**src/rtl/rst_sequencer.sv**
```systemverilog
// Reset sequencer: filters PLL locks, stretches reset, then releases the domain resets one at a time.
// state   | meaning
// HOLD    | waiting for all locks to stay high for LOCK_FILTER cycles
// STRETCH | locks are stable; holding every domain in reset for STRETCH cycles
// RELEASE | releasing domains in order, STAGE_GAP cycles apart
// RUN     | every domain is released
module rst_sequencer #(
   parameter int NUM_PLL     = 3,
   parameter int NUM_DOM     = 4,
   parameter int LOCK_FILTER = 8,
   parameter int STRETCH     = 25,
   parameter int STAGE_GAP   = 16
) (
   input  logic               o_sys_clk,
   input  logic               rst_tmp,
   input  logic [NUM_PLL-1:0] i_pll_locked,
   input  logic               i_sw_rst,
   input  logic               i_clr_sticky,
   output logic [NUM_DOM-1:0] o_dom_rst,
   output logic               o_all_released,
   output logic [1:0]         o_state,
   output logic [7:0]         o_lock_loss_cnt,
   output logic [NUM_PLL-1:0] o_lock_lost_sticky
);

   localparam int MAX_AB = (LOCK_FILTER > STRETCH) ? LOCK_FILTER : STRETCH;
   localparam int MAX_C  = (MAX_AB > STAGE_GAP) ? MAX_AB : STAGE_GAP;
   localparam int CW     = $clog2(MAX_C) + 1;
   localparam int IW     = (NUM_DOM > 1) ? $clog2(NUM_DOM) : 1;

   localparam logic [CW-1:0] FILT_TC = CW'(LOCK_FILTER - 1);
   localparam logic [CW-1:0] STR_TC  = CW'(STRETCH - 1);
   localparam logic [CW-1:0] GAP_TC  = CW'(STAGE_GAP - 1);
   localparam logic [IW-1:0] IDX_END = IW'((NUM_DOM > 1) ? (NUM_DOM - 2) : 0);

   typedef enum logic [1:0] {
      S_HOLD    = 2'd0,
      S_STRETCH = 2'd1,
      S_RELEASE = 2'd2,
      S_RUN     = 2'd3
   } state_t;

   state_t               r_state;
   state_t               w_state_nxt;
   logic [CW-1:0]        r_cnt;
   logic [CW-1:0]        w_cnt_nxt;
   logic [IW-1:0]        r_idx;
   logic [IW-1:0]        w_idx_nxt;
   logic [NUM_PLL-1:0]   r_sync1;
   logic [NUM_PLL-1:0]   r_lk_s;
   logic [NUM_PLL-1:0]   r_lk_d;
   logic [7:0]           r_loss_cnt;
   logic [NUM_PLL-1:0]   r_sticky;
   logic                 w_all_lk;
   logic                 w_go;
   logic                 w_loss_evt;
   logic [NUM_PLL-1:0]   w_fall;

   always_ff @(posedge o_sys_clk or posedge rst_tmp) begin
      if (rst_tmp) begin
         r_sync1 <= '0;
         r_lk_s  <= '0;
         r_lk_d  <= '0;
      end else begin
         r_sync1 <= i_pll_locked;
         r_lk_s  <= r_sync1;
         r_lk_d  <= r_lk_s;
      end
   end

   assign w_all_lk   = &r_lk_s;
   assign w_go       = w_all_lk & ~i_sw_rst;
   assign w_fall     = r_lk_d & ~r_lk_s;
   assign w_loss_evt = (r_state != S_HOLD) & ~w_all_lk;

   always_ff @(posedge o_sys_clk or posedge rst_tmp) begin
      if (rst_tmp) begin
         r_state <= S_HOLD;
         r_cnt   <= '0;
         r_idx   <= '0;
      end else begin
         r_state <= w_state_nxt;
         r_cnt   <= w_cnt_nxt;
         r_idx   <= w_idx_nxt;
      end
   end

   // Any lock drop or software request outside HOLD wins over a release due on the same edge.
   always_comb begin
      w_state_nxt = r_state;
      w_cnt_nxt   = r_cnt;
      w_idx_nxt   = r_idx;
      if (r_state != S_HOLD && !w_go) begin
         w_state_nxt = S_HOLD;
         w_cnt_nxt   = '0;
         w_idx_nxt   = '0;
      end else begin
         case (r_state)
            S_HOLD: begin
               if (!w_go) begin
                  w_cnt_nxt = '0;
               end else if (r_cnt == FILT_TC) begin
                  w_state_nxt = S_STRETCH;
                  w_cnt_nxt   = '0;
               end else begin
                  w_cnt_nxt = r_cnt + 1'b1;
               end
            end
            S_STRETCH: begin
               if (r_cnt == STR_TC) begin
                  w_state_nxt = (NUM_DOM == 1) ? S_RUN : S_RELEASE;
                  w_cnt_nxt   = '0;
                  w_idx_nxt   = '0;
               end else begin
                  w_cnt_nxt = r_cnt + 1'b1;
               end
            end
            S_RELEASE: begin
               if (r_cnt == GAP_TC) begin
                  w_cnt_nxt = '0;
                  if (r_idx == IDX_END) begin
                     w_state_nxt = S_RUN;
                  end else begin
                     w_idx_nxt = r_idx + 1'b1;
                  end
               end else begin
                  w_cnt_nxt = r_cnt + 1'b1;
               end
            end
            S_RUN: begin
               w_cnt_nxt = '0;
            end
            default: begin
               w_state_nxt = S_HOLD;
               w_cnt_nxt   = '0;
               w_idx_nxt   = '0;
            end
         endcase
      end
   end

   always_comb begin
      o_dom_rst      = '1;
      o_all_released = 1'b0;
      case (r_state)
         S_RELEASE: begin
            for (int i = 0; i < NUM_DOM; i++) begin
               o_dom_rst[i] = (i > int'(r_idx));
            end
         end
         S_RUN: begin
            o_dom_rst      = '0;
            o_all_released = 1'b1;
         end
         default: begin
            o_dom_rst      = '1;
            o_all_released = 1'b0;
         end
      endcase
   end

   assign o_state = r_state;

   always_ff @(posedge o_sys_clk or posedge rst_tmp) begin
      if (rst_tmp) begin
         r_loss_cnt <= '0;
         r_sticky   <= '0;
      end else begin
         if (w_loss_evt && r_loss_cnt != 8'hFF) begin
            r_loss_cnt <= r_loss_cnt + 8'd1;
         end
         r_sticky <= (r_sticky & ~{NUM_PLL{i_clr_sticky}}) | w_fall;
      end
   end

   assign o_lock_loss_cnt    = r_loss_cnt;
   assign o_lock_lost_sticky = r_sticky;

endmodule
```
**config.mk**
```make
export PLATFORM = sky130hd
export DESIGN_NAME = rst_sequencer
export DESIGN_NICKNAME = d
export VERILOG_FILES = /design/src/rtl/rst_sequencer.sv
export SDC_FILE = /design/constraint.sdc
export NUM_CORES = 1
export LEC_CHECK = 0
export BUFFER_PORTS_ARGS = -buffer_cell sky130_fd_sc_hd__clkbuf_2
export CORE_ASPECT_RATIO = 1.1
export CORE_UTILIZATION = 45
export DETAILED_ROUTE_END_ITERATION = 10
export GPL_TIMING_DRIVEN = 0
export PLACE_DENSITY_LB_ADDON = 0.1
export SLEW_MARGIN = 20
export SYNTH_ARGS = -nofsm -noshare
export SYNTH_HDL_FRONTEND = slang
export SYNTH_SLANG_ARGS = --single-unit
```
**constraint.sdc**
```tcl
create_clock -name o_sys_clk -period 3.2 [get_ports o_sys_clk]
set_input_delay 0.64 -clock o_sys_clk [delete_from_list [all_inputs] [get_ports o_sys_clk]]
set_output_delay 0.64 -clock o_sys_clk [all_outputs]
set_load 0.05 [all_outputs]
```
==> summary by stage <==
Clock tree
In this run, post-CTS repair resized a total of 0 instances. The clock edge transition at the registers on the reported setup and hold paths is 0.09 ns. TritonCTS created 5 clock buffers. The number of sinks on the clock net is 30.

For the worst-skew pair, the clock arrives at the later sink with an insertion delay of between 0.3 and 0.4 ns. Once the clock tree was built, the setup fixing pass inserted 0 buffers. CTS placed an instance of clkbuf_4 at the clock tree root.

The number of buffers inserted for hold repair after clock tree synthesis is 0. The clock passes through at most 2 buffers. The clock tree synthesis step divided the H-tree into 2 levels. TritonCTS built the clock tree.

STA
The worst-margin pin slew is between 0.5 and 0.6 ns. The timing-limited maximum frequency is 377 MHz. The max-slew headroom at the worst pin is 0.602. Setup repair after global routing left no endpoint under its margin. The number of max-slew violations in the final report was 0. The clock period minus worst slack is approximately 2.7 ns. The clock arrives with ~0.0078 ns of skew.

Dividing the final minimum period by the clock period gives 0.829. The accumulated negative setup slack is 0 ns. The final setup violation count is 0. The final number of hold-violating endpoints is 0.

Synthesis
The unique cell type count in the Yosys netlist is between 40 and 50. The sequential-to-total area share from yosys stat is 0.507. In the synthesized netlist the dominant register cell turns out to be dfrtp_1. The post-synthesis net count is roughly 160. A synthesized cell averages between 10 and 15 um^2. Yosys mapped a number of flops with a built-in enable equal to 0. The post-synthesis sequential element count is 30. The netlist area before placement is around 1500 um^2. The post-synthesis async set-or-reset flop share is 1.00. For this run, the number of Yosys warnings is 0. In the synthesized netlist, the number of instances is between 100 and 150.

Global route
Entering global routing, the biggest net connects 31 pins. The initial antenna violation count is 0. The overall overflow remaining after global route is 0. The wire length of the first global-routing pass is between 4000 and 5000 um. The number of global-route vias before repair is between 1000 and 1500.

In the global route stage, overall resource usage came out at 0.168.

Pwr
Dividing total power by cell area gives a power density of 416 nW/um^2. In this run the static leakage power is a little over 0.8 nW. VDD sags by at most 0.000282 V.

Placement
After detailed placement, the total cell area comes to 1640 um^2. The weighted congestion reported at the end of routability-driven placement is about 0.75. Detailed placement finished with a half-perimeter wire length of 1950 um. Buffers placed on the I/O ports in this run total 24.

Worst setup path
The arrival time of the worst setup path is between 2 and 2.5 ns. The data required time of the critical path is ~2.6 ns. The kind of end point of the critical path is a primary output. The slack of the worst reg-to-reg path is 1.01 ns. The nature of the critical path startpoint is a register. The critical path is of the register to primary output type. Of all nets on the critical path, the largest fanout is 10.

Detailed routing
The violation count after the first detailed-routing iteration is 33. For this run, design rule violations remaining after detail routing come to 6. The first detailed-routing pass took 7 iterations.

For this block, the via count after detailed routing is 1055. The routed wire length is between 2000 and 3000 um. In this run the remaining antenna-violating nets after routing total 0.

Using the TritonRoute via totals, the vias-per-cell ratio works out to just over 5. Dividing the detail-routed wire length by the instance count gives ~12 um.

Floorplanning
The starting utilization of the core area is 0.477. The cell row count is 21. Pin placement for this block handled 25 I/O pins.

The horizontal die dimension is around 57 um. The standard cell core area is 3100 um^2. The die span in y is between 60 and 70 um. The floorplan step defined a die boundary enclosing around 3500 um^2.

Min path
The worst hold-check path type is input port to asynchronous set/reset pin.

Final layout
The area added between synthesis and finish is 16.2%. In the final design database the tool counted 186 nets. The repair_antennas step left the layout with diodes totalling 0. The area of the multi-input gates is between 600 and 700 um^2. With fillers left out, the area of the finished cells amounts to 1720 um^2.

The number of filler cells placed in the layout is a little under 300. Summing all flip-flop and latch instances after layout gives around 750 um^2. In the final layout, the share of cells above drive strength 1 is 0.229.

Flow run
Across the run, the number of max-cap violations was 0.

Run status
The checks that failed: DRC. The flow ran to the end, but the final reports show violations.
==> cells in the mapped netlist (3+ instances only) <==
library cell | number | area (um^2)
inv_1 | 16 | 60.1
xor2_1 | 5 | 43.8
o22ai_1 | 4 | 25.0
and3_1 | 3 | 18.8
nor2_1 | 12 | 45.0
xnor2_1 | 6 | 52.6
nand3_1 | 4 | 20.0
dfrtp_1 | 30 | 751
ha_1 | 10 | 125
nand2b_1 | 3 | 18.8
nand2_1 | 8 | 30.0
==> logic make-up after synthesis <==
kind of cell / Yosys count / synth area share
adder cells (fa/ha/maj): 10 / 0.0845
XOR/XNOR: 11 / 0.0651
flip-flops: 30 / 0.507
AND/OR/NAND/NOR: 44 / 0.162
buffers and inverters: 18 / 0.0457
multiplexers: 2 / 0.0144
AO/OA/AOI/OAI: 23 / 0.121
==> through the flow <==
stage | power (mW) | worst slack (ns) | util | hold WS [ns] | instances
floorplan | 0.424 | 0.134 | - | 0.331 | 138
global placement | 0.435 | 0.952 | 0.530 | 0.334 | 196
detailed placement | 0.437 | 0.900 | 0.530 | 0.347 | 196
CTS | 0.731 | 0.517 | 0.555 | 0.369 | 204
global route | 0.750 | 0.369 | 0.555 | 0.375 | 204
finish | 0.715 | 0.547 | 0.555 | 0.358 | 204
==> cell type report <==
class                   instances  share of cell area
flip-flops and latches         30               0.436
multi-input cells              90               0.385
repair buffers                 24              0.0698
inverters                      16              0.0349
well taps                      34              0.0247
clock inverters                 3              0.0233
clock buffers                   5              0.0218
plain buffers                   2             0.00436
==> power breakdown <==
part | switching (mW) | internal, mW
registers | 0.00500 | 0.388
logic | 0.0257 | 0.00857
clock network | 0.126 | 0.162
total | 0.157 | 0.559
==> placed cells by master (no fill, tap or decap), types with 2 or more instances in the layout <==
cell type  count
xnor2_1        6
clkbuf_2      24
o21ai_1        2
clkinv_2       2
clkbuf_1       2
nand2b_1       3
inv_1         15
ha_1          10
nand2_1        8
nor2b_1        2
o21ai_0        2
nand3_2        2
and3_1         3
nor2_1        12
nor3_1         2
xor2_1         5
clkbuf_4       5
nand3_1        4
a21oi_1        2
dfrtp_1       30
o22ai_1        4
==> sequential cells by signal (all words and copies together), names as in the netlist <==
register and count:
o_state 2, r_lk_d 3, r_sync1 3, r_lk_s 3, r_idx 2, o_lock_lost_sticky 3
r_cnt 6, o_lock_loss_cnt 8
==> worst paths after layout <==
check | startpoint | endpoint | cells after the start
worst max-delay path | o_state[0] | o_dom_rst[3] | 5
worst min-delay path | rst_tmp | r_lk_d[2] | 2
worst max register to register | o_state[1] | o_state[0] | 7
worst min register to register | r_sync1[1] | r_lk_s[1] | 0
max in group asynchronous | rst_tmp | r_cnt[1] | 2
min in group o_sys_clk | r_sync1[1] | r_lk_s[1] | 0
==> per-layer routing <==
layer | wire length (um) | global-route usage | vias up
met5 | 0 | 0 | -
met4 | 44 | 0.0656 | 0
met3 | 120 | 0.0521 | 6
met2 | 1240 | 0.277 | 22
met1 | 1140 | 0.204 | 496
li1 | - | - | 531
==> worst max-delay path, stage by stage (launching register included) <==
cell	delay (ns)
dfrtp_1	0.44
inv_1	0.14
ha_1	0.18
clkbuf_1	0.38
mux2i_1	0.25
clkbuf_2	0.30
Note: power is estimated with default switching activity, not from simulation.
